[src/rtl/dw_bsr_chain.sv]
// -----------------------------------------------------------------------------
// dw_bsr_chain
//   Multi-cell boundary-scan register segment (BC_8-style bidirectional cells)
//   placed between the core and the pad ring. It has one shift/capture
//   register (r_sr) and one update register (r_upd). All TAP strobes are
//   synchronous enables on the single clock clk.
//
// Parameters
//   WIDTH    number of cells (1..256); cell 0 drives so
//   CAP_SEL  capture source: 0 = pin_input, 1 = output_data
//   UPD_RST  reset value of every update-register bit (0 or 1)
//
// Ports
//   clk          rising-edge clock for all state
//   rst          asynchronous active-high reset
//   capture_en   enables capture (shift_dr=0) or shift (shift_dr=1)
//   shift_dr     selects shift over capture
//   update_en    loads (toggle=0) or inverts (toggle=1) the update register
//   toggle       EXTEST toggle select
//   mode         00 normal, 01 extest, 10 intest, 11 clamp
//   si           serial scan in, enters cell WIDTH-1
//   pin_input    values from the pads
//   output_data  core functional outputs
//   ic_input     values to the core (combinational)
//   data_out     values to the pads (combinational)
//   so           serial scan out, always the current sr[0]
// -----------------------------------------------------------------------------
module dw_bsr_chain #(
  parameter int WIDTH   = 8,
  parameter int CAP_SEL = 0,
  parameter int UPD_RST = 0
) (
  input  logic             clk,
  input  logic             rst,
  input  logic             capture_en,
  input  logic             shift_dr,
  input  logic             update_en,
  input  logic             toggle,
  input  logic [1:0]       mode,
  input  logic             si,
  input  logic [WIDTH-1:0] pin_input,
  input  logic [WIDTH-1:0] output_data,
  output logic [WIDTH-1:0] ic_input,
  output logic [WIDTH-1:0] data_out,
  output logic             so
);

  localparam logic [WIDTH-1:0] UPD_RST_VAL = (UPD_RST != 0) ? {WIDTH{1'b1}} : {WIDTH{1'b0}};

  logic [WIDTH-1:0] r_sr;
  logic [WIDTH-1:0] r_upd;
  logic [WIDTH-1:0] w_shift_next;
  logic [WIDTH-1:0] w_cap_src;

  // Next shift value: every cell takes its upper neighbour, si enters the top.
  // Written as a loop so WIDTH=1 needs no empty slice.
  always_comb begin
    w_shift_next = r_sr;
    for (int i = 0; i < WIDTH - 1; i++) begin
      w_shift_next[i] = r_sr[i+1];
    end
    w_shift_next[WIDTH-1] = si;
  end

  // Capture source selection.
  always_comb begin
    if (CAP_SEL != 0) begin
      w_cap_src = output_data;
    end else begin
      w_cap_src = pin_input;
    end
  end

  // Shift/capture register.
  always_ff @(posedge clk or posedge rst) begin
    if (rst) begin
      r_sr <= {WIDTH{1'b0}};
    end else if (capture_en) begin
      if (shift_dr) begin
        r_sr <= w_shift_next;
      end else begin
        r_sr <= w_cap_src;
      end
    end
  end

  // Update register. It samples r_sr before the same edge, so an update
  // coinciding with a shift latches the pre-shift contents.
  always_ff @(posedge clk or posedge rst) begin
    if (rst) begin
      r_upd <= UPD_RST_VAL;
    end else if (update_en) begin
      if (toggle) begin
        r_upd <= ~r_upd;
      end else begin
        r_upd <= r_sr;
      end
    end
  end

  // Pin/core muxing by mode; purely combinational so a mode change is immediate.
  always_comb begin
    data_out = output_data;
    ic_input = pin_input;
    case (mode)
      2'b00: begin
        data_out = output_data;
        ic_input = pin_input;
      end
      2'b01: begin
        data_out = r_upd;
        ic_input = pin_input;
      end
      2'b10: begin
        data_out = output_data;
        ic_input = r_upd;
      end
      2'b11: begin
        data_out = r_upd;
        ic_input = r_upd;
      end
      default: begin
        data_out = output_data;
        ic_input = pin_input;
      end
    endcase
  end

  // Scan out is cell 0; cleared with r_sr on reset.
  always_comb begin
    so = r_sr[0];
  end

endmodule

[config.mk]
export PLATFORM = sky130hd
export DESIGN_NAME = dw_bsr_chain
export DESIGN_NICKNAME = d
export VERILOG_FILES = /design/src/rtl/dw_bsr_chain.sv
export SDC_FILE = /design/constraint.sdc
export NUM_CORES = 1
export LEC_CHECK = 0
export CORE_ASPECT_RATIO = 1.5
export CORE_MARGIN = 5
export CORE_UTILIZATION = 35
export CTS_CLUSTER_SIZE = 8
export DETAILED_ROUTE_END_ITERATION = 10
export GPL_TIMING_DRIVEN = 1
export PLACE_DENSITY = 0.72
export SYNTH_ARGS = -nofsm -noshare
export SYNTH_HDL_FRONTEND = slang
export SYNTH_SLANG_ARGS = --single-unit
[constraint.sdc]
create_clock -name clk -period 2.7 [get_ports clk]
set_clock_uncertainty 0.2 [all_clocks]
set_input_delay 0.675 -clock clk [delete_from_list [all_inputs] [get_ports clk]]
set_output_delay 0.675 -clock clk [all_outputs]
set_load 0.005 [all_outputs]
==> results of run 1 <==
layer usage:
layer  vias up  GRT usage [%]  wire [µm]
met1       385          15.67        955
met5         -              0          0
li1        422              -          -
met4         0          7.102         48
met2        20          24.15       1357
met3         4          2.376         92
cells in the mapped netlist (all sizes together):
| cell type | count |
|---|---|
| a21oi | 8 |
| a31o | 5 |
| a31oi | 2 |
| and2b | 3 |
| buf | 6 |
| clkbuf | 1 |
| dfrtp | 16 |
| inv | 1 |
| mux2 | 16 |
| mux2i | 8 |
| nand2 | 6 |
| nand2b | 5 |
| nand3b | 1 |
| nor2 | 10 |
| nor2b | 2 |
| o211ai | 1 |
| or2 | 5 |
area by class of cell:
cell class              instances  area share (%)
well taps                      37           3.086
inverters                       1          0.2502
repair buffers                 43           31.03
multi-input cells              72           35.28
flip-flops and latches         16           26.69
clock buffers                   4           3.670
kinds of logic after synthesis:
group | Yosys count | share of synthesized area [%]
AND/OR/NAND/NOR | 32 | 16.82
multiplexers | 24 | 26.50
AO/OA/AOI/OAI | 16 | 10.57
flip-flops | 16 | 40.76
buffers and inverters | 8 | 5.349
report_power, final:
part           internal (mW)  leakage, nW  switching (mW)
combinational          0.136        0.477          0.0724
sequential             0.272        0.181          0.0298
clock                  0.129       0.0288          0.0784
final timing paths:
kind                               from           to  slack (ns)  cells past startpoint
setup / recovery           pin_input[4]  ic_input[4]        0.04                      3
hold / removal                 r_upd[0]     r_upd[0]        0.33                      1
setup reg to reg                r_sr[3]     r_upd[3]        1.55                      2
hold reg to reg                r_upd[0]     r_upd[0]        0.33                      1
max in group asynchronous           rst     r_upd[5]        1.28                      2
min in group asynchronous           rst      r_sr[0]        0.62                      2
worst max-delay path, delay by kind of cell:
family	cells	cell delay, ns
muxes	1	0.26
buffers and inverters	2	0.85
through the flow:
| step | hold WS (ns) | util [%] | setup WS (ns) | instances | total power [mW] |
|---|---|---|---|---|---|
| 2_1_floorplan | 0.2889 | - | 0.6365 | 96 | 0.4042 |
| 3_3_place_gp | 0.3223 | 53.44 | -0.2666 | 169 | 0.5220 |
| 5_1_grt | 0.3434 | 56.05 | 0.0001321 | 173 | 0.7634 |
| 4_1_cts | 0.3268 | 55.26 | 0.00009026 | 173 | 0.7320 |
| 3_5_place_dp | 0.3199 | 53.44 | -0.3073 | 169 | 0.5278 |
| 6_report | 0.3267 | 56.05 | 0.03829 | 173 | 0.7180 |
cells in the final DEF (no fill, tap or decap), drive strengths merged, types with 2 or more instances in the layout:
master	n
clkdlybuf4s15	2
mux2i	8
a31o	5
a31oi	2
a21oi	8
and2b	3
mux2	16
dlymetal6s2s	8
nand2b	5
clkbuf	4
buf	2
clkdlybuf4s50	26
dfrtp	16
nor2b	2
nor2	10
or2	5
dlygate4sd2	5
nand2	6
sequential cells by signal, summed over array words and instances (netlist names):
register / cells
r_upd: 8
r_sr: 8
==> summary.md, run 1 <==
| Metric | Value |
|---|---|
| Post-Synthesis Cell Area | ~980 µm² |
| CP Launch Type | input pin |
| Clock sinks | 16 |
| Skew-Pair Late Insertion Delay | ~0.24 ns |
| Worst VDD drop | 0.3321 mV |
| Multi-input logic area | between 500 and 600 µm² |
| Row count | 23 |
| Num CTS Buffers | 3 |
| Status | finished clean |
| CTS root buf | clkbuf_8 |
| Pins Over Slew Limit | 0 |
| Routed vias/inst | slightly below 5 |
| Post-synthesis sequential area ratio | between 40% and 50% |
| Post-Route WL | about 2500 µm |
| Sequential Area | around 400 µm² |
| DRC viols | 0 |
| Measured slew at the worst slew-check pin | 0.6137 ns |
| Fmax | roughly 380 MHz |
| Wire per inst | roughly 14 µm |
| Crit-path most repeated cell | clkdlybuf4s50_1 |
| Global-route wire length before repair | between 4000 and 5000 µm |
| Slowest stage delay, CP | between 0.4 and 0.5 ns |
| First-iteration detailed-routing DRC count | 18 |
| Number of nets in the layout | between 150 and 200 |
| Placed cell area | 1430 µm² |
| #FFs+latches synth | 16 |
| Critical path type | input pin to output port |
| Final Hold Viols | 0 |
| Synth top area cells | dfrtp_1 (41%), mux2_2 (18%), mux2i_1 (8.2%) |
| Setup Fix Bufs, Post-CTS | 0 |
| DP HPWL | 1918 µm |
| Syn Area/Cell | approximately 10 µm² |
| Max-cap violations | 0 |
| Crit path DAT | approximately 1.8 ns |
| Via count | between 800 and 900 |
| Total global routing overflow | 0 |
| Syn Nets | between 100 and 150 |
| Die footprint | between 3000 and 4000 µm² |
| Crit-path cells | clkdlybuf4s50_1 -> mux2_2 -> clkdlybuf4s50_1 |
| Starting Density | 36.70% |
| Slew margin rel. | 59.04% |
| Post-Syn Instances | 96 |
| Tmin final | between 2 and 3 ns |
| Final Setup Violations | 0 |
| Core area | roughly 2700 µm² |
| Largest net degree at the start of global routing | 18 |
| Area delta synth->final | 52.74% |
| N_diodes | 0 |
| PD cells | ~480 nW/µm² |
| CP max-delay cell | clkdlybuf4s50_1 |
| Initial antenna violation count | 0 |
| Leak | 0.6870 nW |
| Share of cells above drive strength 1 | approximately 17% |
| Post-cts hold buffer count | 0 |
| Fillers | between 200 and 300 |
| Worst Path Required | between 1.5 and 2 ns |
| Port bufs | 41 |
| Setup TNS | 0 ns |
| CTS tree | built |
| Worst-path clk slew | ~0.060 ns |
| GRT Overall Usage | between 10% and 20% |
| Die H | between 70 and 80 µm |
| Vias in the first global route | 884 |
| CTS max path bufs | 2 |
| Post-CTS Resized | 9 |
| Die width | about 53 µm |
| I/O pin cnt | 42 |
| GPL Wtd Cong | between 0.7 and 0.8 |
| Final Cycle Share | around 99% |
| Synth top area share | between 40% and 50% |
| DRT antenna net count | 0 |
| Hold Crit Class | flip-flop to flip-flop |
| YS warnings | 0 |
| H-tree levels | 1 |
| Pre-antenna DRT Iters | 4 |
| Yosys top cell by area | dfrtp_1 |
| Fin area | 1500 µm² |
| Largest fanout on the critical path | 2 |
| RSZ-0062 raised after global routing | no |
| Unique masters post-synth | 19 |
| Crit. End Element | output port |
(Power assumes the default switching activity.)
==> run 2, diff against run 1 <==
--- a/config.mk
+++ b/config.mk
@@ -5,13 +5,14 @@
 export SDC_FILE = /design/constraint.sdc
 export NUM_CORES = 1
 export LEC_CHECK = 0
+export ABC_AREA = 1
 export CORE_ASPECT_RATIO = 1.5
 export CORE_MARGIN = 5
-export CORE_UTILIZATION = 35
+export CORE_UTILIZATION = 45
 export CTS_CLUSTER_SIZE = 8
 export DETAILED_ROUTE_END_ITERATION = 10
 export GPL_TIMING_DRIVEN = 1
-export PLACE_DENSITY = 0.72
+export PLACE_DENSITY = 0.87
 export SYNTH_ARGS = -nofsm -noshare
 export SYNTH_HDL_FRONTEND = slang
 export SYNTH_SLANG_ARGS = --single-unit
==> run 2 against run 1 <==
Against the previous run:
- setup slack better by 0.058 ns
- core utilization grew 12 points
- hold slack got worse by 0.032 ns
- global-route usage rose by 3.2 points
- critical endpoint is now ic_input[6]
- largest cell class is now buffers
==> summary.md, run 2 <==
| Metric | Value |
|---|---|
| Crit Reg-Reg Startpoint | r_sr[4] |
| Synth top area share | 39.02% (-1.7 points) |
| Wire per inst | 11.32 µm (-20%) |
| Die H | 68.48 µm (-8.5%) |
| DRC viols | 0 (unchanged) |
| Met2 Wirelength | 1487 µm (+9.6%) |
| Skew-Pair Late Insertion Delay | 0.29 ns (+0.05 ns) |
| Critical Path Source | mode[1] |
| Global-route wire length before repair | 4505 µm (+11%) |
| Vias in the first global route | 1060 (+20%) |
| Syn Area/Cell | 6.294 µm² (-38%) |
| Worst r2r path cells | 4 (+2) |
| Post-Route WL | 2650 µm (+8.0%) |
| Critical path type | input pin to output port |
| Post-synthesis sequential area ratio | 39.02% (-1.7 points) |
| Number of synthesized flops with an enable pin | 0 (unchanged) |
| Leak | 0.8524 nW (+24%) |
| Final Cycle Share | 96.42% (-2.2 points) |
| Pre-antenna DRT Iters | 4 (unchanged) |
| Die width | 48.99 µm (-8.0%) |
| Post-Syn Instances | 163 (+70%) |
| Number of nets in the layout | 237 (+46%) |
| Pwr Total | 0.6537 mW (-9.0%) |
| Status | finished clean |
| Synth top area cells | dfrtp_1 (39%), nand2_1 (29%), inv_1 (9.1%) |
| Crit-path cells | clkdlybuf4s50_1 -> buf_6 -> nand2_1 -> o21ai_0 -> dlygate4sd2_1 |
| Fin area | 1503 µm² (+0.17%) |
| Unique masters post-synth | 12 (-7) |
| Worst VDD drop | 0.2575 mV (-22%) |
| GRT Overall Usage | 16.98% (+3.2 points) |
| Ys async rst share | 100.0% (unchanged) |
| PD cells | 435.0 nW/µm² (-9.1%) |
| Post-cts hold buffer count | 0 (unchanged) |
| Post-Synthesis Cell Area | 1026 µm² (+4.5%) |
| Biggest regs | r_sr (8), r_upd (8) |
| Initial antenna violation count | 0 (unchanged) |
| Slew margin rel. | 60.49% (+1.4 points) |
| CTS root buf | clkbuf_4 |
| Count leader, synth | nand2_1 |
| Crit path DAT | 1.73 ns (-0.06 ns) |
| DP HPWL | 2173 µm (+13%) |
| CTS tree | built |
| Yosys top cell by area | dfrtp_1 |
| RSZ-0062 raised after global routing | no |
| Row count | 21 (-8.7%) |
| CP max-delay cell | clkdlybuf4s50_1 |
| Slowest stage delay, CP | 0.47 ns (+0.03 ns) |
| Pins Over Slew Limit | 0 (unchanged) |
| First-iteration detailed-routing DRC count | 28 (+10) |
| Tmin final | 2.603 ns (-0.05824 ns) |
| Num CTS Buffers | 3 (unchanged) |
| Post-CTS Resized | 19 (+10) |
| FF-to-FF setup slack | 1.70 ns (+0.15 ns) |
| CTS max path bufs | 2 (unchanged) |
| Fmax | 384.1 MHz (+2.2%) |
| Worst-path clk slew | 0.09 ns (+0.03 ns) |
| Most common cell after layout, fill and taps aside | nand2_1 |
| Final Non-Filler Cells | 234 (+35%) |
| Routed vias/inst | 4.846 (+0.89%) |
| Setup TNS | 0 ns (unchanged) |
| Final Setup Violations | 0 (unchanged) |
| CP Launch Type | input pin |
| Largest net degree at the start of global routing | 17 (-1) |
| Final Hold Viols | 0 (unchanged) |
| Crit path buffers/inverters | 3 (+1) |
| N_diodes | 0 (unchanged) |
| Area delta synth->final | 46.46% |
| Max-cap violations | 0 (unchanged) |
| Synth cell count leaders | nand2_1 (79), inv_1 (25), dfrtp_1 (16), o21ai_0 (16), nand3_1 (15) |
| Port bufs | 41 (unchanged) |
| Die footprint | 3354 µm² (-16%) |
| Core area | 2207 µm² (-18%) |
| Placed Cells incl. Taps | 230 (+36%) |
| Prevailing post-synth register cell | dfrtp_1 |
| DRT antenna net count | 0 (unchanged) |
| Reg-to-Reg End | r_sr[3] |
| CP delay by family, top | buffers and inverters |
| Met3 wire len | 158 µm (+72%) |
| Largest fanout on the critical path | 16 (+14) |
| Critical Path Stages | 5 (+2) |
| Setup Fix Bufs, Post-CTS | 0 (unchanged) |
| Hold Crit Class | flip-flop to flip-flop |
| Hold WS | 0.2947 ns (-0.03205 ns) |
| GPL Wtd Cong | 0.8350 (+16%) |
| Via count | 1134 (+36%) |
| YS warnings | 0 (unchanged) |
| Total global routing overflow | 0 (unchanged) |
| Crit. End Element | output port |
| #FFs+latches synth | 16 (unchanged) |
| Met1 Routed Length | 957 µm (+0.21%) |
| Syn Nets | 188 (+55%) |
| I/O pin cnt | 42 (unchanged) |
| Measured slew at the worst slew-check pin | 0.5921 ns (-0.02164 ns) |
| Starting Density | 46.49% (+9.8 points) |
| H-tree levels | 1 (unchanged) |
| Clock sinks | 16 (unchanged) |
| Worst Path Required | 1.82 ns (about the same) |
| Setup crit end | ic_input[6] |
| Placed cell area | 1479 µm² (+3.4%) |
| Share of cells above drive strength 1 | 8.057% (-8.9 points) |
| Most frequent cells in the layout | nand2_1 (79), inv_1 (25), clkdlybuf4s50_1 (25) |
| Top sig layer | met4 |
run 2: worst min-delay path by stage:
stage                 start  endpoint  cells past startpoint
global route        r_sr[5]   r_sr[5]                      2
floorplan           r_sr[1]   r_sr[1]                      2
global placement    r_sr[2]   r_sr[2]                      2
detailed placement  r_sr[7]   r_sr[7]                      2
finish              r_sr[1]   r_sr[1]                      2
CTS                 r_sr[7]   r_sr[7]                      2
run 2: metrics by stage:
stage / util (%) / setup slack (ns)
after floorplan: - / 0.8475
after global placement: 67.01 / -0.1691
after CTS: 68.08 / 0.09637
final: 68.08 / 0.09653
after global routing: 68.08 / 0.02095
after detailed placement: 67.01 / -0.2075
run 2: cell families (layout without fill, tap and decap cells):
| group | after synthesis | in the layout | synth area share, % |
|---|---|---|---|
| AND/OR/NAND/NOR | 95 | 95 | 36.58 |
| buffers and inverters | 35 | 83 | 16.10 |
| AO/OA/AOI/OAI | 17 | 17 | 8.293 |
| flip-flops | 16 | 16 | 39.02 |
run 2: layer usage:
| layer | track usage, % | up-vias |
|---|---|---|
| li1 | - | 588 |
| met1 | 16.76 | 508 |
| met2 | 33.17 | 31 |
| met3 | 3.922 | 7 |
| met4 | 7.744 | 0 |
| met5 | 0 | - |
run 2: where the power goes:
part	switching, mW	leakage (nW)	internal [mW]	total (mW)
clock network	0.0769	0.0210	0.0822	0.159
registers	0.0283	0.192	0.271	0.299
logic	0.0921	0.639	0.104	0.196
total	0.197	0.852	0.456	0.654
run 2: layout make-up:
class / instances / area, µm²
Clock buffer: 4 / 36.28
Inverter: 29 / 111.4
Fill cell: 200 / 704.4
Sequential cell: 16 / 400.4
Tap cell: 23 / 28.78
Multi-Input combinational cell: 112 / 460.4
Timing Repair Buffer: 50 / 465.4
run 2: worst min-delay path, delay by kind of cell (launching register included):
kind | cells | cell delay, ns
DFF | 1 | 0.35
and+or+nand+nor | 2 | 0.11
